===== config.mk =====
export PLATFORM = sky130hd
export DESIGN_NAME = router_pkt_register
export DESIGN_NICKNAME = d
export VERILOG_FILES = /design/src/rtl/router_pkt_register.sv
export SDC_FILE = /design/constraint.sdc
export NUM_CORES = 1
export LEC_CHECK = 0
export ABC_AREA = 0
export CORE_MARGIN = 5
export CORE_UTILIZATION = 40
export CTS_CLUSTER_SIZE = 40
export DETAILED_ROUTE_END_ITERATION = 10
export GPL_ROUTABILITY_DRIVEN = 0
export PLACE_DENSITY = 0.77
export SLEW_MARGIN = 5
export SYNTH_ARGS = -nofsm -noshare
export SYNTH_HDL_FRONTEND = slang
export SYNTH_SLANG_ARGS = --single-unit
export TNS_END_PERCENT = 5

===== constraint.sdc =====
create_clock -name clock -period 0.9 [get_ports clock]
set_clock_uncertainty 0.05 [all_clocks]
set_input_delay 0.09 -clock clock [delete_from_list [all_inputs] [get_ports clock]]
set_output_delay 0.09 -clock clock [all_outputs]
set_load 0.05 [all_outputs]

===== src/rtl/router_pkt_register.sv =====
// Packet datapath register for the 1x3 router: header/payload capture, full-FIFO byte replay
// and XOR parity check. Define ROUTER_PARITY_CHECK_EN to build the parity compare (err).
module router_pkt_register #(
    parameter int         WIDTH        = 8,
    parameter logic [1:0] BLOCKED_ADDR = 2'b11
) (
    input  logic             clock,
    input  logic             resetn,
    input  logic             pkt_valid,
    input  logic [WIDTH-1:0] data_in,
    input  logic             fifo_full,
    input  logic             detect_add,
    input  logic             ld_state,
    input  logic             laf_state,
    input  logic             full_state,
    input  logic             lfd_state,
    input  logic             rst_int_reg,
    output logic [WIDTH-1:0] dout,
    output logic             parity_done,
    output logic             low_pkt_valid,
    output logic             err
);

    logic [WIDTH-1:0] dout_q, dout_d;
    logic [WIDTH-1:0] header_q, header_d;
    logic [WIDTH-1:0] full_byte_q, full_byte_d;
    logic             pd_q, pd_d;
    logic             low_q, low_d;

    always_comb begin
        header_d = header_q;
        if (detect_add && pkt_valid && data_in[1:0] != BLOCKED_ADDR)
            header_d = data_in;

        // A byte arriving while the FIFO is full is parked and replayed in LOAD_AFTER_FULL.
        dout_d      = dout_q;
        full_byte_d = full_byte_q;
        if (lfd_state)
            dout_d = header_q;
        else if (ld_state && !fifo_full)
            dout_d = data_in;
        else if (ld_state)
            full_byte_d = data_in;
        else if (laf_state)
            dout_d = full_byte_q;

        low_d = low_q;
        if (rst_int_reg)
            low_d = 1'b0;
        else if (ld_state && !pkt_valid)
            low_d = 1'b1;

        pd_d = pd_q;
        if (detect_add)
            pd_d = 1'b0;
        else if ((ld_state && !fifo_full && !pkt_valid) || (laf_state && low_q && !pd_q))
            pd_d = 1'b1;
    end

    always_ff @(posedge clock or negedge resetn) begin
        if (!resetn) begin
            dout_q      <= '0;
            header_q    <= '0;
            full_byte_q <= '0;
            pd_q        <= 1'b0;
            low_q       <= 1'b0;
        end else begin
            dout_q      <= dout_d;
            header_q    <= header_d;
            full_byte_q <= full_byte_d;
            pd_q        <= pd_d;
            low_q       <= low_d;
        end
    end

    assign dout          = dout_q;
    assign parity_done   = pd_q;
    assign low_pkt_valid = low_q;

`ifdef ROUTER_PARITY_CHECK_EN
    logic [WIDTH-1:0] int_parity_q, int_parity_d;
    logic [WIDTH-1:0] pkt_parity_q, pkt_parity_d;
    logic             err_q, err_d;
    logic             pd_seen_q;

    always_comb begin
        int_parity_d = int_parity_q;
        if (detect_add)
            int_parity_d = '0;
        else if (lfd_state)
            int_parity_d = int_parity_q ^ header_q;
        else if (ld_state && pkt_valid && !full_state)
            int_parity_d = int_parity_q ^ data_in;

        pkt_parity_d = pkt_parity_q;
        if (detect_add)
            pkt_parity_d = '0;
        else if (ld_state && !pkt_valid)
            pkt_parity_d = data_in;

        // Compare once, on the cycle after parity_done rises; sticky until the next header.
        err_d = err_q;
        if (detect_add)
            err_d = 1'b0;
        else if (pd_q && !pd_seen_q)
            err_d = (int_parity_q != pkt_parity_q);
    end

    always_ff @(posedge clock or negedge resetn) begin
        if (!resetn) begin
            int_parity_q <= '0;
            pkt_parity_q <= '0;
            err_q        <= 1'b0;
            pd_seen_q    <= 1'b0;
        end else begin
            int_parity_q <= int_parity_d;
            pkt_parity_q <= pkt_parity_d;
            err_q        <= err_d;
            pd_seen_q    <= pd_q;
        end
    end

    assign err = err_q;
`else
    logic unused_full_state;
    assign unused_full_state = full_state;
    assign err = 1'b0;
`endif

endmodule


==> results of run 1 <==
[power by group through the flow]
stage | logic (µW) | clock network [µW] | registers [µW]
floorplan | 296 | 0 | 1740
global placement | 1160 | 0 | 1510
detailed placement | 1200 | 0 | 1520
CTS | 1260 | 822 | 1510
global route | 1320 | 882 | 1540
finish | 1250 | 800 | 1520
[worst min-delay path by stage]
stage / from / end / slack, ps / cells past startpoint
final: detect_add / parity_done / 20 / 2
after global routing: detect_add / parity_done / 8 / 2
after CTS: detect_add / parity_done / 20 / 2
after detailed placement: resetn / full_byte_q[7] / 420 / 2
after global placement: resetn / header_q[6] / 410 / 2
after floorplan: resetn / dout[0] / -260 / 0
[kinds of logic after synthesis]
family / count (synthesis) / synth area share, %
AO/OA/AOI/OAI: 21 / 13.75
buffers and inverters: 5 / 2.814
flip-flops: 26 / 56.28
AND/OR/NAND/NOR: 27 / 13.20
multiplexers: 14 / 13.64
other: 1 / 0.3244
[placed cells by master, fill, tap and decap left out]
cell and n:
bufinv_16 1, a221o_1 8, nand2_1 9, and2b_1 1
nor2_1 4, clkdlybuf4s50_1 10, nand3b_4 1, buf_4 13
nor3_4 1, nand2b_1 9, a221oi_2 1, inv_1 1
a21o_1 1, dfrtp_1 16, buf_12 12, buf_6 9
mux2_2 14, o22a_1 2, nor2b_2 1, clkbuf_4 3
nor2b_1 1, conb_1 1, dlygate4sd2_1 6, dfrtp_2 10
a21oi_2 1, o21ai_0 8
[state kept, by name, summed over array words and instances, names as in the netlist]
signal	cells
header_q	8
dout	8
parity_done	1
low_pkt_valid	1
full_byte_q	8
[area by class of cell]
cell class,count,area [µm²],area share [%]
tap,31,38.79,2.103
multi-input combinational,63,494.2,26.80
inverter,1,3.754,0.2035
sequential,26,663.1,35.96
timing repair buffer,50,591.8,32.09
clock inverter,1,30.03,1.628
clock buffer,3,22.52,1.221
[per-stage QoR]
step	hold slack [ps]	setup slack, ps	cells	TNS [ps]	cell area [µm²]
after floorplan	-255.6	-100.1	94	-1497	1175
after global placement	407.8	-674.2	168	-13960	1728
after detailed placement	415.7	-725.7	168	-15080	1728
after CTS	19.05	-282.5	175	-4812	1844
after global routing	7.996	-316.6	175	-6137	1844
final	24.26	-271.9	175	-5023	1844
[layer usage]
layer | share of wire [%] | wire, µm
met1 | 43 | 1131
met2 | 51 | 1342
met3 | 3.8 | 100
met4 | 2.7 | 72
met5 | 0 | 0
[worst reg2reg max path, cell delays in order (launching register included)]
cell      delay (ps)
dfrtp_2          440
buf_4            150
a221oi_2         250
nor2_1            70
[timing repair]
action	4_1_cts	5_1_grt
buffers inserted	3	0
pin swaps	3	1
endpoints found under the setup margin	33	28
gates resized for setup	18	0
==> impl_metrics.ini, run 1 <==
[cts]
clk_pin_slew_ps = 140
root_buffer = clkbuf_4
h-tree-depth = 1
clkSinkCount = 26
clockBufferDepth = 2
cts_buffers = 3
clkLatencyLatePin_ps = 320
cts_tree = built
cts_hold_buffers = 0

[finish]
drive_gt1_share_pct = 46.53
nets = 163
fill_cells = 208
diodes = 0
fin_util_pct = 66.88
synthToLayoutAreaGrowth_pct = 59.52

[synth]
netlist_instances = 94
yosysTopAreaCellShare_pct = 56.28
post-synth-top-count-cell = dfrtp_1
syn_area_mm2 = 0.001156
synth_edf_count = 0
synth_nets = 112
synth_top_cell_by_area = dfrtp_1
synth_cell_types = 20
ys_seq_area_share_pct = 56.28
yosys-top-cells-count = dfrtp_1 (26), mux2_2 (14), nand2_1 (9), nand2b_1 (9)
synth.avg_cell_area_um2 = 12.30
ys_seq_elements = 26
synth_area_leaders = dfrtp_1 (56%), mux2_2 (14%), a221o_1 (6.9%)
synth_ff_type = dfrtp_1
yosysWarnings = 0
async_reset_ff_share_pct = 100.0

[floorplanning]
num_rows = 19
die_height_um = 63.76
coreArea_mm2 = 0.002758
boundaryPins = 29
die_x_um = 63.76
design.die.area_mm2 = 0.004065
initial_core_util_pct = 41.92

[grt]
antenna_found_initial = 0
grt-ovfl-total = 0
grt_pass1_wl_mm = 4.560
grt_util_all_layers_pct = 14.06
use_met3_pct = 2.277
grt_pass1_vias = 998
grt-busiest-layer = met2
grt_use_met1_pct = 17.83
grt_start_max_net_pins = 27
grtUsageMet2_pct = 23.22

[route]
detail-route-antenna-nets = 0
drt_wl_total_mm = 2.647
drt_iter0_markers = 20
wl_per_cell_um = 15.13
vias = 919
viasPerCell = 5.251
route.detailed.drc = 0
drt-pass1-iter-count = 4

[worst_setup_path]
crit_chain = buf_6 -> buf_12
worstSetupStartpoint = dout[7]
r2r_slack_ps = -160
crit_path_max_incr_delay_ps = 450
cp_top_family = flip-flops
worstReg2RegEnd = parity_done
cp.depth = 2
endpoint_kind = output port
crit_type = reg2out
crit_path_max_fanout = 2
slowest_stage = dfrtp_2
reg2regPathDepth = 3
crit_end = dout[7]
r2r-start = low_pkt_valid
crit_arrival_ps = 1030
cp_num_buf_inv = 2
worstPathRequired_ps = 760
crit_path_start_kind = register

[sta]
layout_min_cycle_time_ps = 1172
setup_viol = 28
max_freq_mhz = 853.3
setup_slack_ps = -271.9
fin_crit_sh_pct = 130.2
slew_violations = 0
rsz0062_at_grt = yes
finalHoldViolations = 0

[pwr]
ir_worst_vdd_v = 0.001445
seqPwrFrac_pct = 42.5
p_per_area_mw_per_mm2 = 1934
leakage_uw = 0.0008259
p_int_uw = 2539
p_clk_share_pct = 22.4
p_comb_share_pct = 35.0
p_sw_share_pct = 28.84
power_uw = 3567
switchingPower_uw = 1029

[run_status]
status = finished with violations
violations = setup timing

[placed_design]
hpwlAfterDp_mm = 1.976
io_buffers = 26

[flow_run]
cap_violations = 0

[hold_path]
hp-class = in2reg
(Power assumes the default switching activity.)
==> inputs of run 2 (changes only) <==
- CORE_MARGIN: 5 -> unset
- CORE_UTILIZATION: 40 -> 43
- CTS_CLUSTER_DIAMETER: unset -> 30
- PLACE_DENSITY: 0.77 -> 0.81
==> impl_metrics.ini, run 2 (synthesized netlist as in run 1, its figures left out) <==
[floorplanning]
design.die.area_mm2 = 0.002900
boundaryPins = 29
initial_core_util_pct = 46.25
die_height_um = 53.85
num_rows = 18
die_x_um = 53.85
coreArea_mm2 = 0.002500

[worst_setup_path]
crit_arrival_ps = 1030
crit_end = dout[6]
slowest_stage = dfrtp_2
reg2regPathDepth = 2
worstReg2RegEnd = dout[2]
crit_path_max_fanout = 2
worstSetupStartpoint = dout[6]
cp_num_buf_inv = 2
crit_chain = buf_6 -> buf_12
cp.depth = 2
crit_type = reg2out
worstPathRequired_ps = 760
endpoint_kind = output port
cp_top_family = flip-flops
crit_path_max_incr_delay_ps = 450
r2r-start = dout[2]
crit_path_start_kind = register
r2r_slack_ps = -140

[grt]
grt_start_max_net_pins = 27
grt_pass1_vias = 876
antenna_found_initial = 0
grt_util_all_layers_pct = 20.23
grt_pass1_wl_mm = 4.084
grt-ovfl-total = 0

[run_status]
status = finished with violations
violations = setup timing

[cts]
root_buffer = clkbuf_4
clkSinkCount = 26
cts_hold_buffers = 0
clockBufferDepth = 2
cts_buffers = 3
cts_tree = built
clk_pin_slew_ps = 140
clkLatencyLatePin_ps = 330
h-tree-depth = 1

[finish]
fill_cells = 166
drive_gt1_share_pct = 50.35
final_common_cell = dfrtp_1
fin_area_mm2 = 0.001848
synthToLayoutAreaGrowth_pct = 59.85
diodes = 0
mostFrequentLayoutCells = dfrtp_1 (16), mux2_2 (14), buf_12 (12), buf_4 (11)
nets = 162

[hold_path]
hold_start = detect_add
hp-class = in2reg

[sta]
rsz0062_at_grt = yes
fin_crit_sh_pct = 130.4
max_freq_mhz = 852.0
finalHoldViolations = 0
setup_viol = 18
slew_violations = 0
setup_slack_ps = -273.7
layout_min_cycle_time_ps = 1174
finalSetupTns_ps = -2947

[pwr]
p_per_area_mw_per_mm2 = 1822
leakage_uw = 0.0008297
ir_worst_vdd_v = 0.001604

[route]
drt_wl_total_mm = 2.552
vias = 925
drt-pass1-iter-count = 4
wl_per_cell_um = 14.75
route.detailed.drc = 0
detail-route-antenna-nets = 0
viasPerCell = 5.347
drt_iter0_markers = 36

[placed_design]
place_ws_ps = -787.5
dpl_cell_area_mm2 = 0.001699
io_buffers = 26
hpwlAfterDp_mm = 1.788

[flow_run]
cap_violations = 0
-- run 2: cell types whose count changed in the layout (fill, tap and decap cells not counted), moves of 2 or more --
cell	delta
o21ai_0	-6
o21ai_1	+6
buf_4	-2
clkdlybuf4s50_1	-2
nor2b_4	+2
-- run 2: worst reg2reg max path, delay by kind of cell, from the launching register on --
| family | cells | cell delay [ps] |
|---|---|---|
| AO/OA/AOI/OAI | 1 | 310 |
| buffers and inverters | 1 | 130 |
| flip-flops | 1 | 440 |
-- run 2: how the worst min path moves through the flow --
stage                                 to  slack [ps]  cells past startpoint
after global placement    full_byte_q[1]         410                      2
after detailed placement     header_q[2]         420                      2
after floorplan                  dout[0]        -260                      0
after global routing         parity_done          10                      2
after CTS                    parity_done          10                      2
final                        parity_done          20                      2
-- run 2: per-layer routing --
metal	vias up	track usage [%]	wire length [µm]
met2	22	33.74	1403
met5	-	0	0
met3	0	5.085	103
li1	436	-	-
met1	467	27.64	1046
met4	0	1.316	0
-- run 2: timing repair --
action | in CTS | in global routing
setup buffers | 3 | 1
cloned | 0 | 0
pin swaps | 2 | 6
gates resized for setup | 22 | 16
setup endpoints to repair | 33 | 20
-- run 2: stage by stage --
stage	std cells	power [µW]	hold slack (ps)	utilization, %
5_1_grt	173	3527	11.60	73.92
3_3_place_gp	165	2654	410.7	67.97
4_1_cts	172	3370	14.94	72.27
2_1_floorplan	94	2038	-255.6	-
6_report	173	3367	24.03	73.92
3_5_place_dp	165	2693	420.0	67.97
-- run 2: where the power goes --
| group | switching (µW) | internal (µW) | total [µW] |
|---|---|---|---|
| Combinational | 550 | 717 | 1270 |
| Sequential | 129 | 1380 | 1510 |
| Clock | 342 | 248 | 590 |
| Total | 1020 | 2350 | 3370 |
-- run 2: layout make-up --
type / instances / area [µm²] / share of cell area [%]
Sequential cell: 26 / 663.1 / 35.88
Multi-Input combinational cell: 63 / 520.5 / 28.17
Tap cell: 30 / 37.54 / 2.031
Clock buffer: 4 / 36.28 / 1.963
Inverter: 1 / 3.754 / 0.2031
Timing Repair Buffer: 49 / 586.8 / 31.75
==> inputs of run 3 (changes only) <==
- CORE_UTILIZATION: 43 -> 51
- PLACE_DENSITY: 0.81 -> 0.89
- clock period: 0.9 -> 1.4 ns (I/O delays scaled with it)
==> impl_metrics.ini, run 3 (synthesized netlist as in run 1, its figures left out) <==
[pwr]
p_clk_share_pct = 15.1
p_comb_share_pct = 34.5
seqPwrFrac_pct = 50.4
p_sw_share_pct = 31.01
p_int_uw = 1341
ir_worst_vdd_v = 0.0008369
switchingPower_uw = 603.0
p_per_area_mw_per_mm2 = 1170
leakage_uw = 0.0007390
power_uw = 1944

[finish]
mostFrequentLayoutCells = dfrtp_1 (26), clkdlybuf4s50_1 (16), mux2_2 (14), buf_4 (13), buf_12 (11)
synthToLayoutAreaGrowth_pct = 43.72
drive_gt1_share_pct = 32.33
nets = 153
diodes = 0
ff_latch_area_um2 = 650.6
multiInputGateArea_um2 = 473.0
final_common_cell = dfrtp_1
layoutNonFillerInstCount = 160
fill_cells = 115

[floorplanning]
die_height_um = 49.61
coreArea_mm2 = 0.002042
boundaryPins = 29
initial_core_util_pct = 56.62
die_x_um = 49.61
design.die.area_mm2 = 0.002461
num_rows = 16

[cts]
clkLatencyLatePin_ps = 310
cts_resized = 0
cts_tree = built
post_cts_buffers = 0
cts_buffers = 3
root_buffer = clkbuf_4
h-tree-depth = 1
cts_hold_buffers = 0
clockBufferDepth = 2
clk_pin_slew_ps = 130
clkSinkCount = 26

[sta]
setup_slack_ps = 99.58
rsz0062_at_grt = no
fin_crit_sh_pct = 92.89
whs_ps = 131.3
max_freq_mhz = 769.0
finalHoldViolations = 0
setup_viol = 0
slew_violations = 0
layout_min_cycle_time_ps = 1300

[placed_design]
io_buffers = 26
hpwlAfterDp_mm = 1.890
place_ws_ps = -225.8
dp.cells = 157

[worst_setup_path]
worstReg2RegEnd = dout[1]
crit_arrival_ps = 1460
slowest_stage = clkdlybuf4s50_1
cp_num_buf_inv = 2
cp.depth = 5
r2r_slack_ps = 360
endpoint_kind = register
crit_path_max_incr_delay_ps = 460
crit_path_max_fanout = 8
crit_path_start_kind = input pin
crit_end = dout[1]
r2r-start = header_q[1]
worstSetupStartpoint = ld_state
worstPathRequired_ps = 1560
reg2regPathDepth = 3
crit_type = in2reg
crit_chain = clkdlybuf4s50_1 -> buf_4 -> nand2b_1 -> o21ai_0 -> a221o_1
cp_top_family = buffers and inverters

[grt]
grt_util_all_layers_pct = 22.86
grt_start_max_net_pins = 27
grt-ovfl-total = 0
grt_pass1_wl_mm = 4.146
antenna_found_initial = 0
grt_pass1_vias = 956

[route]
route.detailed.drc = 0
wl_per_cell_um = 15.51
drt_wl_total_mm = 2.482
vias = 889
detail-route-antenna-nets = 0
drt_iter0_markers = 24
viasPerCell = 5.556
drt-pass1-iter-count = 4

[run_status]
status = finished clean

[hold_path]
hp-class = in2async

[flow_run]
cap_violations = 0
run 3: cell types whose count changed in the layout (fill, tap and decap cells not counted), moves of 2 or more:
| cell | before | now |
|---|---|---|
| buf_6 | 10 | 0 |
| dfrtp_1 | 16 | 26 |
| dfrtp_2 | 10 | 0 |
| clkdlybuf4s50_1 | 8 | 16 |
| o21ai_0 | 2 | 8 |
| o21ai_1 | 6 | 0 |
| dlygate4sd2_1 | 5 | 0 |
| buf_4 | 11 | 13 |
| nor2b_1 | 0 | 2 |
| nor2b_4 | 2 | 0 |
run 3: layout make-up:
type	count	share of cell area, %
inverter	1	0.2259
multi-input combinational	63	28.46
tap	27	2.033
sequential	26	39.16
clock buffer	3	1.355
timing repair buffer	40	28.77
run 3: stage by stage:
stage               util, %  setup TNS (ps)  cell area (µm²)
global placement      80.27           -2431             1639
finish                81.37               0             1662
floorplan                 -               0             1156
detailed placement    80.27           -3197             1639
global route          81.37               0             1662
CTS                   81.37               0             1662
run 3: worst min path at each step:
stage,depth (start not counted),slack [ps],to
after global routing,2,150,header_q[0]
after floorplan,0,-210,dout[0]
after detailed placement,1,440,header_q[7]
final,2,130,header_q[0]
after CTS,2,130,header_q[0]
after global placement,1,430,header_q[0]
run 3: worst reg2reg max path: cells and delay by family (launching register included):
kind / cells / cell delay [ps]
simple gates: 1 / 80
flops: 1 / 410
compound gates: 2 / 390
run 3: per-layer routing:
metal  wire length, µm  track usage [%]  up-vias  part of all wire, %
met4                26            12.38        0                  1.0
met3               162            5.556        4                  6.5
met5                 0                0        -                    0
met2              1291            38.74       42                   52
li1                  -                -      418                    -
met1              1001            26.39      425                   40
run 3: power by group through the flow:
| stage | Sequential, µW | Clock [µW] | Combinational, µW |
|---|---|---|---|
| finish | 979 | 294 | 671 |
| global placement | 985 | 0 | 653 |
| CTS | 979 | 311 | 675 |
| floorplan | 1110 | 0 | 189 |
| global route | 994 | 332 | 707 |
| detailed placement | 993 | 0 | 675 |
